<file path="config.mk">
export PLATFORM = sky130hd
export DESIGN_NAME = noc_input_fifo
export DESIGN_NICKNAME = d
export VERILOG_FILES = /design/src/rtl/noc_input_fifo.sv
export SDC_FILE = /design/constraint.sdc
export NUM_CORES = 1
export LEC_CHECK = 0
export ABC_AREA = 1
export CORE_UTILIZATION = 35
export CTS_CLUSTER_DIAMETER = 100
export DETAILED_ROUTE_END_ITERATION = 16
export HOLD_SLACK_MARGIN = 0.03
export PLACE_DENSITY = 0.53
export SLEW_MARGIN = 20
export SYNTH_ARGS = -nofsm -noshare
export SYNTH_HDL_FRONTEND = slang
export SYNTH_SLANG_ARGS = --single-unit
</file>
<file path="constraint.sdc">
create_clock -name clk -period 3.6 [get_ports clk]
set_clock_uncertainty 0.05 [all_clocks]
set_input_delay 0.72 -clock clk [delete_from_list [all_inputs] [get_ports clk]]
set_output_delay 0.72 -clock clk [all_outputs]
set_load 0.02 [all_outputs]
</file>
<file path="src/rtl/noc_input_fifo.sv">
// Router per-port input buffer: circular flit FIFO with show-ahead head view,
// credit return to the upstream router, and read-side packet framing check.
module noc_input_fifo #(
    parameter int unsigned DATA_WIDTH = 32,
    parameter int unsigned DEPTH      = 4,
    parameter int unsigned PTR_W      = $clog2(DEPTH)
) (
    input  logic                  clk,
    input  logic                  rst,
    input  logic                  valid_in,
    input  logic [DATA_WIDTH-1:0] flit_in,
    input  logic                  rd_en,
    output logic                  credit_out,
    output logic                  empty,
    output logic                  full,
    output logic [DATA_WIDTH-1:0] flit_out,
    output logic [2:0]            flit_id,
    output logic [3:0]            dst_addr,
    output logic                  overflow,
    output logic                  frame_err
);

    localparam int unsigned CNT_W = PTR_W + 1;

    localparam logic [2:0] HEADER  = 3'b001;
    localparam logic [2:0] PAYLOAD = 3'b010;
    localparam logic [2:0] TAIL    = 3'b100;

    typedef enum logic {
        IDLE = 1'b0,
        BODY = 1'b1
    } pkt_state_e;

    logic [DATA_WIDTH-1:0] mem_q [DEPTH];

    logic [PTR_W-1:0] wr_ptr_q, wr_ptr_d;
    logic [PTR_W-1:0] rd_ptr_q, rd_ptr_d;
    logic [CNT_W-1:0] count_q,  count_d;
    logic             credit_q, credit_d;
    logic             overflow_q, overflow_d;
    logic             frame_err_q, frame_err_d;
    pkt_state_e       state_q, state_d;

    logic             rd_ok_c;
    logic             wr_ok_c;

    function automatic logic [PTR_W-1:0] ptr_inc(input logic [PTR_W-1:0] p);
        return (p == PTR_W'(DEPTH - 1)) ? '0 : p + PTR_W'(1);
    endfunction

    // Occupancy flags come straight from the registered count.
    assign empty = (count_q == '0);
    assign full  = (count_q == CNT_W'(DEPTH));

    // A full FIFO always has a head to pop, so rd_en frees the slot for the write.
    assign rd_ok_c = rd_en & ~empty;
    assign wr_ok_c = valid_in & (~full | rd_en);

    assign flit_out   = empty ? '0 : mem_q[rd_ptr_q];
    assign flit_id    = flit_out[DATA_WIDTH-1 -: 3];
    assign dst_addr   = flit_out[DATA_WIDTH-4 -: 4];
    assign credit_out = credit_q;
    assign overflow   = overflow_q;
    assign frame_err  = frame_err_q;

    // Pointer, occupancy and sticky-overflow next state.
    always_comb begin
        wr_ptr_d   = wr_ptr_q;
        rd_ptr_d   = rd_ptr_q;
        count_d    = count_q;
        credit_d   = rd_ok_c;
        overflow_d = overflow_q;

        if (wr_ok_c) begin
            wr_ptr_d = ptr_inc(wr_ptr_q);
        end
        if (rd_ok_c) begin
            rd_ptr_d = ptr_inc(rd_ptr_q);
        end

        unique case ({wr_ok_c, rd_ok_c})
            2'b10:   count_d = count_q + CNT_W'(1);
            2'b01:   count_d = count_q - CNT_W'(1);
            default: count_d = count_q;
        endcase

        if (valid_in && full && !rd_en) begin
            overflow_d = 1'b1;
        end
    end

    // Framing FSM: advances only on a successful pop of the head flit.
    always_comb begin
        state_d     = state_q;
        frame_err_d = frame_err_q;

        if (rd_ok_c) begin
            unique case (state_q)
                IDLE: begin
                    if (flit_id == HEADER) begin
                        state_d = BODY;
                    end else begin
                        frame_err_d = 1'b1;
                    end
                end
                BODY: begin
                    if (flit_id == PAYLOAD) begin
                        state_d = BODY;
                    end else if (flit_id == TAIL) begin
                        state_d = IDLE;
                    end else begin
                        // A header mid-packet starts a new packet; unknown ids hold state.
                        frame_err_d = 1'b1;
                    end
                end
                default: begin
                    state_d = IDLE;
                end
            endcase
        end
    end

    always_ff @(posedge clk) begin
        if (rst) begin
            wr_ptr_q    <= '0;
            rd_ptr_q    <= '0;
            count_q     <= '0;
            credit_q    <= 1'b0;
            overflow_q  <= 1'b0;
            frame_err_q <= 1'b0;
            state_q     <= IDLE;
        end else begin
            wr_ptr_q    <= wr_ptr_d;
            rd_ptr_q    <= rd_ptr_d;
            count_q     <= count_d;
            credit_q    <= credit_d;
            overflow_q  <= overflow_d;
            frame_err_q <= frame_err_d;
            state_q     <= state_d;
        end
    end

    // Storage is never cleared; reset only rewinds the pointers.
    always_ff @(posedge clk) begin
        if (!rst && wr_ok_c) begin
            mem_q[wr_ptr_q] <= flit_in;
        end
    end

endmodule
</file>
# After elaboration in Yosys (flattened, before gate mapping)
# Memory sizes are Yosys's and may differ from the RTL's. A register that Yosys moved wholly into a read port is not among the register bits.
# Index checks and enable logic that the tools add are counted.
# totals
word_cells,53
mem_count,1
in_bits,36
reg_bits,11
ramBits,128
# mem_list
memory,words,word_bits,rd,rd_clocked_by_memory_dff,write_ports,line,rtl
mem_q,4,32,1,1,1,34,logic [DATA_WIDTH-1:0] mem_q [DEPTH];
# op_classes
n_bitwise,6
addsub,4
n_mux,16
n_reduce_logical,8
eq_ne,11
# op_table
op,n
2-to-1 mux 32 bit,1
2-to-1 mux 1 bit,8
2-to-1 mux 2 bit,4
"equality test 2 bit, second input constant",3
"equality test 3 bit, second input constant",2
"!= test 2 bit, second input constant",3
case mux 3 bit (2 select lines),1
"adder 2 x 1 -> 2 bit, second input constant",2
case mux 1 bit (2 select lines),2
AND reduction 4 bit,1
"adder 3 x 1 -> 3 bit, second input constant",1
"equality test 3 x 1 -> 1 bit, second input constant",1
"equality test 3 x 2 -> 1 bit, second input constant",1
logical AND 1 bit,3
logical NOT 3 bit,1
NOT 1 bit,3
"subtractor 3 x 1 -> 3 bit, second input constant",1
bitwise AND 1 bit,2
"equality test 2 x 1 -> 1 bit, second input constant",1
logical NOT 1 bit,2
nonzero test 2 bit,1
bitwise OR 1 bit,1

# Depth between registers and ports, before layout
# logic_depth
word_depth,7
ltp_mapped,12
mapped_depth_nobuf,11

# Worst setup path after synthesis
# OpenSTA, ideal clock, no wires.
# synth_timing
kind,input to register
from,input port rd_en
to,memory mem_q[0][0] (enable)
stages,4
path_slack_ps,772
t_arrival_ps,2357
setup_ps,421
path_cell_list,inv_1 nand2_1 nand3_1 nor2_1
# synth_via
elab_chain_len,5
# synth_rtl
element,line,rtl
start: declaration,12,"input logic rd_en,"
bitwise OR 1 bit,57,assign wr_ok_c = valid_in & (~full | rd_en);
bitwise AND 1 bit,57,
logical AND 1 bit,145,if (!rst && wr_ok_c) begin
2-to-1 mux 1 bit,145,
2-to-1 mux 1 bit (not written as such),146,mem_q[wr_ptr_q] <= flit_in;
end: declaration,34,
# Every way passes these cells.

==> flow_metrics.py <==
metrics = {
    "route": {
        "drtIter0Drc": 241,
        "drc": 0,
        "viasPerCell": 4.65,
        "wl_per_cell_um": 15.6,
        "wl_um": 12200,
        "num_vias": 3619,
        "ant_nets": 0,
        "firstDrtPassIters": 5,
    },
    "global_route": {
        "grtUsageTotal_pct": 15.8,
        "grt_overflow": 0,
        "grt_pass1_vias": 3590,
        "grt_antenna_before_repair": 0,
        "grt_pass1_wl_um": 19300,
        "grt_start_max_net_pins": 65,
    },
    "hold_path": {
        "hold_end": "overflow",
        "hold_path.class": "reg2reg",
        "holdPathStages": 2,
        "hp-start": "overflow",
    },
    "layout": {
        "layout_common_cells": "edfxtp_1 (128), nor2_1 (124), clkdlybuf4s50_1 (79)",
        "final_common_cell": "edfxtp_1",
        "fillCellCount": 1397,
        "drive_above_1_share_pct": 8.17,
        "area_growth_syn_to_layout_pct": 28.2,
        "antenna_cells": 0,
        "fin_nets": 593,
    },
    "setup_path": {
        "crit_path_frequent_cell": "nor2_1",
        "critPathLaunchType": "register",
        "worstReg2RegStart": "count_q[1]",
        "arrival_ps": 2560,
        "r2r_slack_ps": 1190,
        "rr_endpoint": "count_q[2]",
        "critPathKind": "reg2out",
        "end_kind": "primary output",
        "worstPathMaxFanout": 64,
        "crit_slowest_cell": "clkdlybuf4s50_1",
        "slowest_delay_ps": 640,
        "path_cells": "buf_4, nor2_1, nor2_1, o21ai_0, a21oi_1, clkdlybuf4s50_1",
        "critPathRequiredTime_ps": 2830,
        "reg2regPathDepth": 11,
    },
    "clock_tree": {
        "numCtsBuffers": 17,
        "clk_path_buf_depth": 2,
        "clk_latency_ps": 410,
        "cts_tree": "yes",
        "path_clk_slew_ps": 60,
        "cts.sink_count": 141,
        "clockRootBuffer": "clkbuf_16",
        "htreeDepth": 4,
    },
    "placement": {
        "io_buffers": 79,
        "pre_cts_ws_ps": 553,
        "dp_hpwl_um": 7000,
        "place.gp.congestion": 0.707,
    },
    "yosys": {
        "syn_area_mm2": 0.00566,
        "avgSynthCellArea_um2": 11.9,
        "synth_cell_type_count": 24,
        "syn_inst": 474,
        "seq_area_frac_synth_pct": 72.5,
        "yosysWarnings": 0,
        "synth_fp_nets": 517,
        "ys_seq_elements": 141,
    },
    "pwr": {
        "ir_worst_vdd_v": 0.000389,
        "leakage_nw": 2.52,
        "cellPowerDensity_mw_per_mm2": 819,
    },
    "floorplanning": {
        "rows": 46,
        "die_h_um": 129,
        "die_area_mm2": 0.0167,
        "die_x_um": 129,
        "start_util_pct": 35.8,
        "io_pins": 80,
        "core_mm2": 0.0158,
    },
    "sta": {
        "fmax_mhz": 300,
        "rsz0062_at_grt": "false",
        "fin_crit_sh_pct": 92.6,
        "fin_ws_ps": 266,
        "relSlewSlack_pct": 49.5,
        "tightest_slew_ps": 757,
        "hold_violations": 0,
        "slew_violations": 0,
        "post-route-min-period_ps": 3330,
        "setup_violations": 0,
        "finalSetupTns_ps": 0,
    },
    "run": {
        "cap_violations": 0,
    },
    "run_status": {
        "status": "finished, final reports clean",
    },
}
-- worst max path at each step --
stage / start / endpoint / cells after the start
finish: register / dst_addr[3] / 6
detailed placement: rst / mem_q[1][4] / 5
global route: register / dst_addr[3] / 6
floorplan: rd_en / mem_q[0][0] / 4
CTS: register / flit_out[9] / 5
global placement: rst / mem_q[1][4] / 5
-- synth_stat cells --
master	number	area (um^2)
edfxtp_1	128	3840
nor2_1	128	480
o21ai_0	65	325
a21oi_1	37	185
nand2_1	26	97.6
inv_1	19	71.3
dfxtp_1	13	260
buf_2	9	45.0
buf_4	9	67.6
nand3_1	9	45.0
clkbuf_1	6	22.5
ha_1	6	75.1
inv_2	4	15.0
buf_1	3	11.3
buf_6	2	22.5
nand3_2	2	20.0
a21oi_2	1	8.76
fa_1	1	20.0
nand4_1	1	6.26
nor2_2	1	6.26
nor2_4	1	11.3
nor3_1	1	5.00
o211a_1	1	10.0
o21ai_1	1	5.00
-- kinds of logic (layout without fill, tap and decap cells) --
| kind of cell | after synthesis | count (layout) | share of synthesized area, % |
|---|---|---|---|
| AOI/OAI and AO/OA | 105 | 105 | 9.44 |
| adders and majority gates | 7 | 7 | 1.68 |
| buffers and inverters | 52 | 141 | 4.51 |
| DFF | 141 | 141 | 72.5 |
| and+or+nand+nor | 169 | 169 | 11.9 |
-- where the power goes --
part	switching [mW]	internal, mW
registers	0.0699	1.89
logic	1.35	0.873
clock network	0.609	1.15
total	2.03	3.91
-- routing by layer --
| layer | GRT usage, % | vias to the layer above | wire length (um) |
|---|---|---|---|
| met5 | 0 | - | 0 |
| met1 | 21.3 | 1704 | 5830 |
| li1 | - | 1795 | - |
| met3 | 4.91 | 6 | 684 |
| met2 | 24.6 | 114 | 5580 |
| met4 | 4.84 | 0 | 68 |
-- worst max-delay path: cells and delay by family, from the launching register on --
kind                   cells  cell delay [ps]
AO/OA/AOI/OAI              2              390
buffers and inverters      2             1170
flip-flops                 1              330
AND/OR/NAND/NOR            2              210
-- metrics by stage --
stage | cell area, um^2 | util [%] | total power [mW] | cells | hold WS [ps]
3_3_place_gp | 6660 | 42.1 | 4.23 | 747 | 393
6_report | 7260 | 45.8 | 5.94 | 779 | 406
5_1_grt | 7260 | 45.8 | 6.27 | 779 | 424
4_1_cts | 7250 | 45.8 | 6.02 | 779 | 409
3_5_place_dp | 6660 | 42.1 | 4.24 | 747 | 399
2_1_floorplan | 5660 | - | 3.35 | 474 | 406
-- flip-flops by register name, indices dropped and copies added, names as in the netlist, named ones only --
name / flops
count_q: 3
credit_out: 1
frame_err: 1
mem_q: 128
overflow: 1
rd_ptr_q: 2
state_q: 1
wr_ptr_q: 2
-- repair_timing --
| item | CTS | global route |
|---|---|---|
| resized for setup | 0 | 2 |
| buffers inserted | 0 | 0 |
| endpoints found under the setup margin | 0 | 12 |
| hold buffers | 0 | 0 |
-- cell type report --
class / count / area, um^2 / area share [%]
Sequential cell: 141 / 4110 / 56.6
Multi-Input combinational cell: 281 / 1330 / 18.3
Timing Repair Buffer: 86 / 868 / 12.0
Clock buffer: 23 / 448 / 6.17
Tap cell: 216 / 270 / 3.72
Clock inverter: 9 / 143 / 1.97
Inverter: 23 / 88.8 / 1.22
(Power assumes the default switching activity.)
